$ cat config.mk
export PLATFORM = sky130hd
export DESIGN_NAME = rx_intf_dma_sched
export DESIGN_NICKNAME = d
export VERILOG_FILES = /design/src/rtl/rx_intf_pkg.sv /design/src/rtl/rx_intf_desc_fifo.sv /design/src/rtl/rx_intf_dma_sched.sv
export SDC_FILE = /design/constraint.sdc
export NUM_CORES = 1
export LEC_CHECK = 0
export ABC_AREA = 0
export CAP_MARGIN = 10
export CELL_PAD_IN_SITES_DETAIL_PLACEMENT = 1
export CELL_PAD_IN_SITES_GLOBAL_PLACEMENT = 2
export CORE_ASPECT_RATIO = 1.4
export CORE_MARGIN = 4
export CORE_UTILIZATION = 43
export DETAILED_ROUTE_END_ITERATION = 16
export PLACE_DENSITY_LB_ADDON = 0.25
export RECOVER_POWER = 100
export SYNTH_ARGS = -nofsm -noshare
export SYNTH_HDL_FRONTEND = slang
export SYNTH_SLANG_ARGS = --single-unit
$ cat constraint.sdc
create_clock -name M_AXIS_ACLK -period 11.7 [get_ports M_AXIS_ACLK]
set_clock_uncertainty 0.15 [all_clocks]
set_input_delay 2.34 -clock M_AXIS_ACLK [delete_from_list [all_inputs] [get_ports M_AXIS_ACLK]]
set_output_delay 2.34 -clock M_AXIS_ACLK [all_outputs]
set_load 0.05 [all_outputs]
$ cat src/rtl/rx_intf_pkg.sv
// Shared definitions for the RX DMA transfer scheduler: state encoding and
// the default symbol-length width.
package rx_intf_pkg;

    localparam int MAX_BIT_NUM_DMA_SYMBOL_DEF = 14;

    typedef enum logic [2:0] {
        ST_IDLE      = 3'd0,
        ST_WAIT_DATA = 3'd1,
        ST_START     = 3'd2,
        ST_WAIT_LAST = 3'd3,
        ST_GAP       = 3'd4,
        ST_HALT      = 3'd5
    } sched_state_t;

endpackage

$ cat src/rtl/rx_intf_desc_fifo.sv
// Synchronous descriptor queue with registered occupancy and full/empty flags.
// A push into a full queue is accepted only when a pop happens in the same cycle.
module rx_intf_desc_fifo
    import rx_intf_pkg::*;
#(
    parameter int DATA_W     = MAX_BIT_NUM_DMA_SYMBOL_DEF,
    parameter int DEPTH_BITS = 3
) (
    input  logic              clk,
    input  logic              rst_n,
    input  logic              push,
    input  logic [DATA_W-1:0] push_data,
    input  logic              pop,
    output logic [DATA_W-1:0] head,
    output logic              full,
    output logic              empty,
    output logic              drop
);

    localparam int DEPTH = 1 << DEPTH_BITS;
    localparam logic [DEPTH_BITS:0]   CNT_ZERO = (DEPTH_BITS+1)'(0);
    localparam logic [DEPTH_BITS:0]   CNT_ONE  = (DEPTH_BITS+1)'(1);
    localparam logic [DEPTH_BITS:0]   CNT_FULL = (DEPTH_BITS+1)'(DEPTH);
    localparam logic [DEPTH_BITS-1:0] PTR_ZERO = DEPTH_BITS'(0);
    localparam logic [DEPTH_BITS-1:0] PTR_ONE  = DEPTH_BITS'(1);

    logic [DATA_W-1:0]     mem_r [DEPTH];
    logic [DEPTH_BITS-1:0] wr_ptr_r;
    logic [DEPTH_BITS-1:0] rd_ptr_r;
    logic [DEPTH_BITS:0]   count_r;
    logic                  full_r;
    logic                  empty_r;
    logic                  wr_en_s;
    logic                  rd_en_s;
    logic                  drop_s;
    logic [DEPTH_BITS:0]   count_nxt_s;

    // Accept/drop decision and next occupancy
    always_comb begin
        rd_en_s     = pop && !empty_r;
        wr_en_s     = push && (!full_r || rd_en_s);
        drop_s      = push && full_r && !rd_en_s;
        count_nxt_s = count_r;
        case ({wr_en_s, rd_en_s})
            2'b10:   count_nxt_s = count_r + CNT_ONE;
            2'b01:   count_nxt_s = count_r - CNT_ONE;
            default: count_nxt_s = count_r;
        endcase
    end

    // Storage array; contents need no reset since pointers define validity
    always_ff @(posedge clk) begin
        if (wr_en_s) begin
            mem_r[wr_ptr_r] <= push_data;
        end
    end

    // Pointers, occupancy and flags
    always_ff @(posedge clk) begin
        if (!rst_n) begin
            wr_ptr_r <= PTR_ZERO;
            rd_ptr_r <= PTR_ZERO;
            count_r  <= CNT_ZERO;
            full_r   <= 1'b0;
            empty_r  <= 1'b1;
        end else begin
            if (wr_en_s) begin
                wr_ptr_r <= wr_ptr_r + PTR_ONE;
            end
            if (rd_en_s) begin
                rd_ptr_r <= rd_ptr_r + PTR_ONE;
            end
            count_r <= count_nxt_s;
            full_r  <= (count_nxt_s == CNT_FULL);
            empty_r <= (count_nxt_s == CNT_ZERO);
        end
    end

    assign head  = mem_r[rd_ptr_r];
    assign full  = full_r;
    assign empty = empty_r;
    assign drop  = drop_s;

endmodule

$ cat src/rtl/rx_intf_dma_sched.sv
// Schedules one stream-master transfer per queued descriptor: waits for enough
// FIFO data, pulses start, watches for tlast with a timeout, then enforces a gap.
module rx_intf_dma_sched
    import rx_intf_pkg::*;
#(
    parameter int MAX_BIT_NUM_DMA_SYMBOL = MAX_BIT_NUM_DMA_SYMBOL_DEF,
    parameter int DESC_DEPTH_BITS        = 3,
    parameter int TIMEOUT_BITS           = 16,
    parameter int GAP_BITS               = 5
) (
    input  logic                              M_AXIS_ACLK,
    input  logic                              M_AXIS_ARESETN,
    input  logic                              enable,
    input  logic                              desc_valid,
    input  logic [MAX_BIT_NUM_DMA_SYMBOL-1:0] desc_len,
    input  logic [MAX_BIT_NUM_DMA_SYMBOL-1:0] data_count,
    input  logic                              m_axis_tvalid,
    input  logic                              m_axis_tready,
    input  logic                              m_axis_tlast,
    input  logic [TIMEOUT_BITS-1:0]           timeout_cfg,
    input  logic [GAP_BITS-1:0]               gap_cfg,
    output logic                              start_1trans,
    output logic [MAX_BIT_NUM_DMA_SYMBOL-1:0] num_dma_symbol,
    output logic                              desc_full,
    output logic                              desc_overflow,
    output logic                              busy,
    output logic                              timeout_err
);

    localparam int W = MAX_BIT_NUM_DMA_SYMBOL;
    localparam logic [TIMEOUT_BITS-1:0] TO_ZERO  = TIMEOUT_BITS'(0);
    localparam logic [TIMEOUT_BITS-1:0] TO_ONE   = TIMEOUT_BITS'(1);
    localparam logic [TIMEOUT_BITS-1:0] TO_MAX   = {TIMEOUT_BITS{1'b1}};
    localparam logic [GAP_BITS-1:0]     GAP_ZERO = GAP_BITS'(0);
    localparam logic [GAP_BITS-1:0]     GAP_ONE  = GAP_BITS'(1);
    localparam logic [W-1:0]            LEN_ZERO = W'(0);

    sched_state_t          state_r;
    logic [W-1:0]          num_r;
    logic                  start_r;
    logic                  busy_r;
    logic                  overflow_r;
    logic                  timeout_err_r;
    logic [TIMEOUT_BITS-1:0] to_cnt_r;
    logic [GAP_BITS-1:0]   gap_cnt_r;

    logic                  pop_s;
    logic                  data_ready_s;
    logic                  last_hs_s;
    logic                  timeout_hit_s;
    logic [W-1:0]          fifo_head_s;
    logic                  fifo_full_s;
    logic                  fifo_empty_s;
    logic                  fifo_drop_s;

    rx_intf_desc_fifo #(
        .DATA_W     (W),
        .DEPTH_BITS (DESC_DEPTH_BITS)
    ) u_desc_fifo (
        .clk       (M_AXIS_ACLK),
        .rst_n     (M_AXIS_ARESETN),
        .push      (desc_valid),
        .push_data (desc_len),
        .pop       (pop_s),
        .head      (fifo_head_s),
        .full      (fifo_full_s),
        .empty     (fifo_empty_s),
        .drop      (fifo_drop_s)
    );

    // Transition conditions; data check is widened so length+1 never wraps
    always_comb begin
        if ((state_r == ST_IDLE) && enable && !fifo_empty_s) begin
            pop_s = 1'b1;
        end else begin
            pop_s = 1'b0;
        end
        data_ready_s  = ({1'b0, data_count} > {1'b0, num_r});
        last_hs_s     = m_axis_tvalid && m_axis_tready && m_axis_tlast;
        timeout_hit_s = (timeout_cfg != TO_ZERO) && (to_cnt_r == timeout_cfg);
    end

    // Scheduler FSM with registered outputs
    always_ff @(posedge M_AXIS_ACLK) begin
        if (!M_AXIS_ARESETN) begin
            state_r       <= ST_IDLE;
            num_r         <= LEN_ZERO;
            start_r       <= 1'b0;
            busy_r        <= 1'b0;
            overflow_r    <= 1'b0;
            timeout_err_r <= 1'b0;
            to_cnt_r      <= TO_ZERO;
            gap_cnt_r     <= GAP_ZERO;
        end else begin
            if (fifo_drop_s) begin
                overflow_r <= 1'b1;
            end
            case (state_r)
                ST_IDLE: begin
                    if (pop_s) begin
                        state_r <= ST_WAIT_DATA;
                        num_r   <= fifo_head_s;
                        busy_r  <= 1'b1;
                    end
                end
                ST_WAIT_DATA: begin
                    if (data_ready_s) begin
                        state_r <= ST_START;
                        start_r <= 1'b1;
                    end
                end
                ST_START: begin
                    state_r  <= ST_WAIT_LAST;
                    start_r  <= 1'b0;
                    to_cnt_r <= TO_ONE;
                end
                ST_WAIT_LAST: begin
                    // A tlast handshake wins over a timeout landing on the same cycle
                    if (last_hs_s) begin
                        state_r   <= ST_GAP;
                        gap_cnt_r <= GAP_ONE;
                    end else if (timeout_hit_s) begin
                        state_r       <= ST_HALT;
                        timeout_err_r <= 1'b1;
                    end else if (to_cnt_r != TO_MAX) begin
                        to_cnt_r <= to_cnt_r + TO_ONE;
                    end
                end
                ST_GAP: begin
                    if (gap_cnt_r >= gap_cfg) begin
                        state_r <= ST_IDLE;
                        busy_r  <= 1'b0;
                    end else begin
                        gap_cnt_r <= gap_cnt_r + GAP_ONE;
                    end
                end
                ST_HALT: begin
                    if (!enable) begin
                        state_r <= ST_IDLE;
                        busy_r  <= 1'b0;
                    end
                end
                default: begin
                    state_r <= ST_IDLE;
                    start_r <= 1'b0;
                    busy_r  <= 1'b0;
                end
            endcase
        end
    end

    assign start_1trans   = start_r;
    assign num_dma_symbol = num_r;
    assign desc_full      = fifo_full_s;
    assign desc_overflow  = overflow_r;
    assign busy           = busy_r;
    assign timeout_err    = timeout_err_r;

endmodule

==> summary.md, run 1 <==
| Metric | Value |
|---|---|
| Power Dens Cells | `183 nW/um^2` |
| Min-Delay Endpoint | `desc_overflow$_SDFFE_PN0P_` |
| # setup viols final | `0` |
| Worst path max stage delay | `0.59 ns` |
| Drt drc | `0` |
| Req. time, crit path | `11.89 ns` |
| H-tree depth | `4` |
| Crit-path slowest cell | `a21boi_0` |
| Vias per inst | `5.50` |
| Met1 GRT Util | `0.230` |
| Measured slew at the worst slew-check pin | `1.20 ns` |
| Synth async-reset ratio | `0` |
| ANT nets after route | `0` |
| Fin. max-slew vios | `0` |
| Post-CTS Setup Repair Bufs | `0` |
| Total core area | `16900 sq um` |
| Max Cap Violations | `0` |
| Total CTS buffers | `17` |
| CTS Sinks | `166` |
| CP arrival | `5.92 ns` |
| CP max FO | `6` |
| # diodes | `0` |
| Vert. Die Dim | `164 um` |
| Worst hold path depth | `2` |
| R2r endpoint | `u_desc_fifo.empty$_SDFF_PN1_` |
| Reg2reg path depth | `12` |
| Final net count | `718` |
| TritonRoute pass-1 iters | `4` |
| Site Rows | `56` |
| Wire length per cell | `20.1 um` |
| FF-to-FF Start | `state_r[0]$_SDFFE_PN0P_` |
| Commonest cells after routing, fill and taps aside | `112 x edfxtp_1, 53 x dfxtp_1, 40 x nor2_1` |
| Status | `finished clean` |
| RSZ-0062 raised after global routing | `false` |
| Nature of the critical path endpoint | `flip-flop` |
| Top Usage Layer GRT | `met2` |
| Synth cell types | `59` |
| Cell count after synthesis | `557` |
| Root Driver | `clkbuf_16` |
| GRT Overall Usage | `0.194` |
| Synthesized net count | `639` |
| Seq cells post-synth | `166` |
| Final HPWL DP | `12.3 mm` |
| TNS Setup | `0 ns` |
| Sequential-to-total area share from yosys stat | `0.594` |
| Yosys warns | `0` |
| Largest net degree at the start of global routing | `34` |
| Period utilization | `0.489` |
| Global routing usage on met2 | `0.352` |
| Top_reg_cell synth | `edfxtp_1` |
| Hold Fails Final Rpt | `0` |
| Final core occ | `0.536` |
| Post-Layout Cell Count | `881` |
| Vias in the first global route | `5374` |
| R2r setup slk | `7.96 ns` |
| CP cell instances | `dlygate4sd3_1, nand2b_1, or4_1, a21boi_0, inv_1, ha_1, xor2_1, ha_1, a21oi_1, xor2_1, nor2_1, xnor2_1, o21ai_0, a21oi_1` |
| Met3 usage | `0.0441` |
| Worst min path class | `reg2reg` |
| Max Root-Sink Buffers | `2` |
| Worst VDD drop | `102 uV` |
| Initial core utilization | `0.443` |
| HP Start | `desc_overflow$_SDFFE_PN0P_` |
| Worst slew margin | `0.198` |
| Reg clk slew, reported paths | `0.07 ns` |
| Leak Pwr | `3.04 nW` |
| Proportion of layout cells with a drive suffix above 1 | `0.102` |
| First-pass GRT wire length | `29.4 mm` |
| Hold_buf cts | `0` |
| Skew-Pair Late Insertion Delay | `0.42 ns` |
| CTS tree | `yes` |
| Mapped Area | `7480 sq um` |
| Peak Freq | `175 MHz` |
| Crit path launch type | `primary input` |
| DR vias | `4848` |
| DIE AREA | `19600 sq um` |
| Resize count post-CTS | `0` |
| Crit path time final | `5.72 ns` |
| Io pins | `75` |
| Area added between synthesis and finish | `21.1%` |
| Critical path type | `in2reg` |
| Drt initial violations | `340` |
| Port bufs | `74` |
| EDFF count, synth | `112` |
| Initial antenna violation count | `0` |
| Global route total overflow | `0` |
| Placer Congestion | `0.825` |
| Commonest non-fill, non-tap cell in the layout | `edfxtp_1` |
| Avg Cell Area, Syn | `13.4 sq um` |
| Die X | `119 um` |
| Routed wire length | `17.7 mm` |
| Post-Place Cells | `849` |
| Fill count | `1690` |
==> cell type report <==
type,instances,area [sq um],share of cell area
well taps,232,290,0.0321
flip-flops and latches,166,4450,0.491
inverters,27,101,0.0112
multi-input cells,339,2790,0.308
clock inverters,14,210,0.0232
repair buffers,85,790,0.0872
clock buffers,18,429,0.0474
==> worst max-delay path, delay by kind of cell <==
kind | cells | cell delay [ns]
compound gates | 4 | 1.04
fa+ha+maj | 2 | 0.53
xor+xnor | 3 | 0.59
buf+inv | 2 | 0.81
simple gates | 3 | 0.60
==> worst max path at each step <==
stage	from	end
final	enable	u_desc_fifo.empty$_SDFF_PN1_
after global routing	enable	u_desc_fifo.empty$_SDFF_PN1_
after CTS	enable	u_desc_fifo.empty$_SDFF_PN1_
after detailed placement	enable	u_desc_fifo.empty$_SDFF_PN1_
after global placement	enable	u_desc_fifo.empty$_SDFF_PN1_
after floorplan	enable	u_desc_fifo.mem_r[2][0]$_DFFE_PP_
==> layer usage <==
metal,up-vias,part of all wire
met4,0,0.016
met5,-,0
met2,97,0.54
met1,2434,0.41
li1,2301,-
met3,16,0.037
==> power by group <==
group / internal (mW) / switching, mW / total, mW
clock: 0.365 / 0.241 / 0.607
combinational: 0.142 / 0.187 / 0.329
sequential: 0.667 / 0.0524 / 0.720
==> sequential cells by signal, indices dropped and copies added, names as in the netlist <==
register,flops
u_desc_fifo.count_r,4
busy,1
num_dma_symbol,14
u_desc_fifo.rd_ptr_r,3
to_cnt_r,16
u_desc_fifo.mem_r,112
u_desc_fifo.empty,1
start_1trans,1
gap_cnt_r,5
desc_overflow,1
u_desc_fifo.wr_ptr_r,3
state_r,3
u_desc_fifo.full,1
timeout_err,1
==> through the flow <==
| stage | instance area [sq um] | hold WS [ns] | setup WS [ns] | power [mW] |
|---|---|---|---|---|
| 6_report | 9050 | 0.357 | 5.98 | 1.65 |
| 5_1_grt | 9050 | 0.397 | 5.52 | 1.74 |
| 4_1_cts | 9150 | 0.369 | 6.09 | 1.69 |
| 3_5_place_dp | 8510 | 0.339 | 5.67 | 1.08 |
| 3_3_place_gp | 8510 | 0.335 | 5.86 | 1.06 |
| 2_1_floorplan | 7480 | 0.323 | 6.28 | 0.954 |
==> synthesized netlist by cell type (10+ instances only) <==
master    count  area [sq um]
nand2_1      25          93.8
a21oi_1      27           135
o21ai_0      13          65.1
nand4_1      10          62.6
xnor2_1      14           123
nand3_1      11          55.1
mux4_2       28           631
edfxtp_1    112          3360
ha_1         26           325
mux2i_1      16           160
nor2_1       40           150
a211oi_1     15           113
xor2_1       13           114
inv_1        26          97.6
clkbuf_1     12          45.0
or4_1        15           113
dfxtp_1      54          1080
==> cell families (layout without fill, tap and decap cells) <==
family,after synthesis,after routing,synth area share
flops,166,166,0.594
buf+inv,52,144,0.0300
fa+ha+maj,26,26,0.0435
mux,44,44,0.106
xor+xnor,27,27,0.0316
simple gates,155,155,0.116
compound gates,87,87,0.0788
Note: power is estimated with default switching activity, not from simulation.
==> run 2: changes to the inputs <==
--- a/config.mk
+++ b/config.mk
@@ -11,7 +11,7 @@
 export CELL_PAD_IN_SITES_GLOBAL_PLACEMENT = 2
 export CORE_ASPECT_RATIO = 1.4
 export CORE_MARGIN = 4
-export CORE_UTILIZATION = 43
+export CORE_UTILIZATION = 40
 export DETAILED_ROUTE_END_ITERATION = 16
 export PLACE_DENSITY_LB_ADDON = 0.25
 export RECOVER_POWER = 100
==> constraint.sdc (replaced) <==
create_clock -name M_AXIS_ACLK -period 5.8 [get_ports M_AXIS_ACLK]
set_clock_uncertainty 0.15 [all_clocks]
set_input_delay 1.16 -clock M_AXIS_ACLK [delete_from_list [all_inputs] [get_ports M_AXIS_ACLK]]
set_output_delay 1.16 -clock M_AXIS_ACLK [all_outputs]
set_load 0.05 [all_outputs]
==> run 2 against run 1 <==
  * Worst setup slack lost 4.7 ns
  * Global-route usage shrank 1.3 points
  * Sequential share of layout area grew 0.25 points
  * Total power grew 94%
  * Via count is essentially flat
  * Clock-buffer cell count shrank 1
  * Sequential power grew 100%
  * Flip-flop and latch count is the same
==> summary.md, run 2 (same netlist as run 1, synthesis figures left out) <==
| Metric | Value |
|---|---|
| Leak Pwr | `3.01 nW` |
| Max Cap Violations | `0` |
| Max reg flops | `112` |
| Drt drc | `0` |
| Design Area, Final | `9010 sq um` |
| Fill count | `1866` |
| Power Dens Cells | `356 nW/um^2` |
| Family with the most delay on the worst path | `compound AO/OA/AOI/OAI gates` |
| Worst slew margin | `0.225` |
| ANT nets after route | `0` |
| Critical path type | `in2reg` |
| Commonest cells after routing, fill and taps aside | `112 x edfxtp_1, 53 x dfxtp_1, 40 x nor2_1` |
| Final net count | `718` |
| Drt initial violations | `225` |
| Initial core utilization | `0.412` |
| Max Root-Sink Buffers | `2` |
| Area post-placement | `8520 sq um` |
| First-pass GRT wire length | `28.7 mm` |
| Reg clk slew, reported paths | `0.07 ns` |
| # setup viols final | `0` |
| Req. time, crit path | `6.01 ns` |
| Bufs and invs on worst path | `2` |
| Global route total overflow | `0` |
| Crit path time final | `4.53 ns` |
| RSZ-0062 raised after global routing | `false` |
| CTS Sinks | `166` |
| GRT Overall Usage | `0.182` |
| Post-Layout Cell Count | `889` |
| Total core area | `18100 sq um` |
| Biggest register | `u_desc_fifo.mem_r` |
| Root Driver | `clkbuf_16` |
| Io pins | `75` |
| Fin. max-slew vios | `0` |
| Period utilization | `0.781` |
| Port bufs | `74` |
| Vias per inst | `5.45` |
| Hold_buf cts | `0` |
| CP cell instances | `dlygate4sd3_1, nand2b_1, or4_1, a21boi_0, inv_1, ha_1, xor2_1, ha_1, a21oi_1, xor2_1, nor2_1, xnor2_1, o21ai_0, a21oi_1` |
| Post-Place Cells | `857` |
| Worst path max stage delay | `0.57 ns` |
| Final HPWL DP | `12.8 mm` |
| Post-CTS Setup Repair Bufs | `0` |
| CTS tree | `yes` |
| DR vias | `4849` |
| Placer Congestion | `0.833` |
| Hold Fails Final Rpt | `0` |
| Crit-path slowest cell | `a21boi_0` |
| Peak Freq | `221 MHz` |
| Nature of the critical path endpoint | `flip-flop` |
| Crit path launch type | `primary input` |
| Wire length per cell | `20.2 um` |
| Status | `finished clean` |
| Measured slew at the worst slew-check pin | `1.16 ns` |
| Total CTS buffers | `17` |
| Vias in the first global route | `5275` |
| DIE AREA | `21000 sq um` |
| Largest net degree at the start of global routing | `34` |
| CP max FO | `6` |
| Skew-Pair Late Insertion Delay | `0.43 ns` |
| Initial antenna violation count | `0` |
| Area added between synthesis and finish | `20.5%` |
| Worst min path class | `reg2reg` |
| Resize count post-CTS | `0` |
| Die X | `124 um` |
| # diodes | `0` |
| CP arrival | `4.74 ns` |
| Worst VDD drop | `269 uV` |
| Commonest non-fill, non-tap cell in the layout | `edfxtp_1` |
| Site Rows | `58` |
| TritonRoute pass-1 iters | `4` |
| Vert. Die Dim | `170 um` |
| TNS Setup | `0 ns` |
| H-tree depth | `4` |
| Routed wire length | `18.0 mm` |
| Proportion of layout cells with a drive suffix above 1 | `0.106` |
run 2: path summary, 6_finish.rpt:
| path | startpoint | end | slack (ns) | cells after the start |
|---|---|---|---|---|
| max | enable | u_desc_fifo.empty$_SDFF_PN1_ | 1.27 | 14 |
| min | desc_overflow$_SDFFE_PN0P_ | desc_overflow$_SDFFE_PN0P_ | 0.33 | 2 |
| max reg2reg | state_r[0]$_SDFFE_PN0P_ | u_desc_fifo.empty$_SDFF_PN1_ | 2.03 | 12 |
| min reg2reg | desc_overflow$_SDFFE_PN0P_ | desc_overflow$_SDFFE_PN0P_ | 0.33 | 2 |
run 2: per-layer routing:
metal	GRT usage	vias to the layer above	wire, um	share of wire
li1	-	2310	-	-
met2	0.339	91	10000	0.56
met5	0	-	0	0
met3	0.0350	12	626	0.035
met4	0.0496	0	162	0.0090
met1	0.209	2436	7150	0.40
run 2: final cells by class:
| class | instances | area, sq um | area share |
|---|---|---|---|
| clock buffer | 17 | 425 | 0.0472 |
| sequential | 166 | 4450 | 0.494 |
| tap | 240 | 300 | 0.0333 |
| clock inverter | 15 | 151 | 0.0168 |
| multi-input combinational | 339 | 2790 | 0.310 |
| inverter | 27 | 101 | 0.0113 |
| timing repair buffer | 85 | 790 | 0.0877 |
run 2: report_power, final:
group | switching [mW] | internal [mW] | total, mW
Combinational | 0.375 | 0.288 | 0.663
Sequential | 0.110 | 1.35 | 1.46
Clock | 0.518 | 0.574 | 1.09
run 2: metrics by stage:
step	utilization	worst slack, ns	hold slack, ns	power (mW)
final	0.496	1.27	0.332	3.21
after global routing	0.496	0.910	0.349	3.38
after CTS	0.501	1.69	0.339	3.27
after detailed placement	0.469	1.25	0.315	2.18
after global placement	0.469	1.44	0.309	2.16
after floorplan	-	1.56	0.323	1.92
run 2: worst reg2reg max path, cell delays in order, from the launching register on:
cell and delay [ns]:
dfxtp_1 0.45, or4_1 0.62, a21boi_0 0.57, inv_1 0.25, ha_1 0.32, xor2_1 0.19, ha_1 0.20, a21oi_1 0.16
xor2_1 0.16, nor2_1 0.07, xnor2_1 0.25, o21ai_0 0.16, a21oi_1 0.17
==> run 3: changes to the inputs <==
==> constraint.sdc (replaced) <==
create_clock -name M_AXIS_ACLK -period 4.52 [get_ports M_AXIS_ACLK]
set_clock_uncertainty 0.15 [all_clocks]
set_input_delay 0.904 -clock M_AXIS_ACLK [delete_from_list [all_inputs] [get_ports M_AXIS_ACLK]]
set_output_delay 0.904 -clock M_AXIS_ACLK [all_outputs]
set_load 0.05 [all_outputs]
==> run 3 against run 2 <==
  * Total power is 33% higher
  * Non-clock buffer count stayed put
  * Critical path type unchanged
  * Critical path depth stayed put
  * Sequential share of layout area is 0.39 points lower
  * Global-route usage is 0.10 points lower
  * First-iteration DRC count is 11% higher
  * Via count is 0.35% higher
  * Largest power group unchanged
==> summary.md, run 3 (same netlist as run 1, synthesis figures left out) <==
| Metric | Value |
|---|---|
| Final HPWL DP | `12.8 mm` |
| Fin. max-slew vios | `0` |
| DIE AREA | `21000 sq um` |
| DR vias | `4866` |
| Post-CTS Setup Repair Bufs | `0` |
| Worst min path class | `reg2reg` |
| Peak Freq | `253 MHz` |
| Die X | `124 um` |
| ANT nets after route | `0` |
| Commonest non-fill, non-tap cell in the layout | `edfxtp_1` |
| Nature of the critical path endpoint | `flip-flop` |
| R2r setup slk | `1.07 ns` |
| Power Dens Cells | `469 nW/um^2` |
| Io pins | `75` |
| # setup viols final | `0` |
| TritonRoute pass-1 iters | `4` |
| Resize count post-CTS | `0` |
| Leak Pwr | `3.04 nW` |
| Vert. Die Dim | `170 um` |
| TNS Setup | `0 ns` |
| CP max FO | `6` |
| Commonest cells after routing, fill and taps aside | `112 x edfxtp_1, 53 x dfxtp_1, 40 x nor2_1` |
| Vias per inst | `5.47` |
| Routed wire length | `17.8 mm` |
| Req. time, crit path | `4.71 ns` |
| CP cell instances | `dlygate4sd3_1, nand2b_1, or4_1, a21boi_2, inv_1, ha_1, xor2_1, ha_1, a21oi_1, xor2_1, nor2_1, xnor2_1, o21ai_0, a21oi_1` |
| Pre-CTS setup slack | `0.179 ns` |
| RSZ-0062 raised after global routing | `false` |
| H-tree depth | `4` |
| Family with the most delay on the worst path | `compound AO/OA/AOI/OAI gates` |
| Global routing usage on met2 | `0.325` |
| Initial core utilization | `0.412` |
| Bufs and invs on worst path | `2` |
| Final net count | `718` |
| Biggest register | `u_desc_fifo.mem_r` |
| Proportion of layout cells with a drive suffix above 1 | `0.109` |
| Multi-input gate area | `2800 sq um` |
| Crit-path slowest cell | `dlygate4sd3_1` |
| CP arrival | `4.15 ns` |
| # diodes | `0` |
| Max Root-Sink Buffers | `2` |
| Top Usage Layer GRT | `met2` |
| Total CTS buffers | `17` |
| Port bufs | `74` |
| Fill count | `1871` |
| Hold_buf cts | `0` |
| Measured slew at the worst slew-check pin | `1.21 ns` |
| Vias in the first global route | `5184` |
| CTS Sinks | `166` |
| Max reg flops | `112` |
| GRT Overall Usage | `0.181` |
| Drt drc | `0` |
| Skew-Pair Late Insertion Delay | `0.42 ns` |
| Drt initial violations | `250` |
| Initial antenna violation count | `0` |
| Min Hold Slack | `0.343 ns` |
| Total core area | `18100 sq um` |
| Met1 GRT Util | `0.212` |
| Placer Congestion | `0.832` |
| Root Driver | `clkbuf_16` |
| Area added between synthesis and finish | `21.4%` |
| Register area | `4450 sq um` |
| Status | `finished clean` |
| Period utilization | `0.875` |
| First-pass GRT wire length | `28.6 mm` |
| Crit path launch type | `primary input` |
| Met3 usage | `0.0423` |
| PnR worst setup slack | `0.564 ns` |
| Global route total overflow | `0` |
| Crit path time final | `3.96 ns` |
| Reg clk slew, reported paths | `0.07 ns` |
| Worst VDD drop | `300 uV` |
| Worst slew margin | `0.193` |
| Site Rows | `58` |
| Hold Fails Final Rpt | `0` |
| Largest net degree at the start of global routing | `33` |
| Worst path max stage delay | `0.55 ns` |
| Max Cap Violations | `0` |
| CTS tree | `yes` |
| Wire length per cell | `20.0 um` |
| Critical path type | `in2reg` |
| Final core occ | `0.500` |
[run 3: routing by layer]
metal,share of wire,vias up
li1,-,2305
met1,0.40,2451
met2,0.54,94
met3,0.040,16
met4,0.015,0
met5,0,-
[run 3: path summary, 6_finish.rpt]
path,startpoint,end,cells past startpoint
max,enable,u_desc_fifo.empty$_SDFF_PN1_,14
min,desc_overflow$_SDFFE_PN0P_,desc_overflow$_SDFFE_PN0P_,2
max reg2reg,state_r[0]$_SDFFE_PN0P_,u_desc_fifo.empty$_SDFF_PN1_,12
min reg2reg,desc_overflow$_SDFFE_PN0P_,desc_overflow$_SDFFE_PN0P_,2
[run 3: final cells by class]
| cell class | instances | share of cell area |
|---|---|---|
| clock buffer | 17 | 0.0469 |
| clock inverter | 15 | 0.0237 |
| inverter | 27 | 0.0112 |
| multi-input combinational | 339 | 0.309 |
| sequential | 166 | 0.490 |
| tap | 240 | 0.0331 |
| timing repair buffer | 85 | 0.0870 |
[run 3: power breakdown]
part           total, mW  internal [mW]  leakage [nW]  switching [mW]
combinational      0.857          0.370          1.28           0.487
sequential          1.87           1.73          1.46           0.141
clock               1.54          0.897         0.306           0.642
[run 3: worst reg2reg max path, cell delays in order, from the launching register on]
cell and delay [ns]:
dfxtp_1 0.46, or4_1 0.63, a21boi_2 0.31, inv_1 0.18
ha_1 0.28, xor2_1 0.20, ha_1 0.21, a21oi_1 0.16
xor2_1 0.16, nor2_1 0.06, xnor2_1 0.25, o21ai_0 0.16
a21oi_1 0.18
[run 3: through the flow]
| step | cell area, sq um | std cells | power [mW] |
|---|---|---|---|
| after floorplan | 7480 | 557 | 2.47 |
| after global placement | 8520 | 857 | 2.76 |
| after detailed placement | 8520 | 857 | 2.80 |
| after CTS | 9160 | 889 | 4.34 |
| after global routing | 9080 | 889 | 4.48 |
| final | 9080 | 889 | 4.26 |
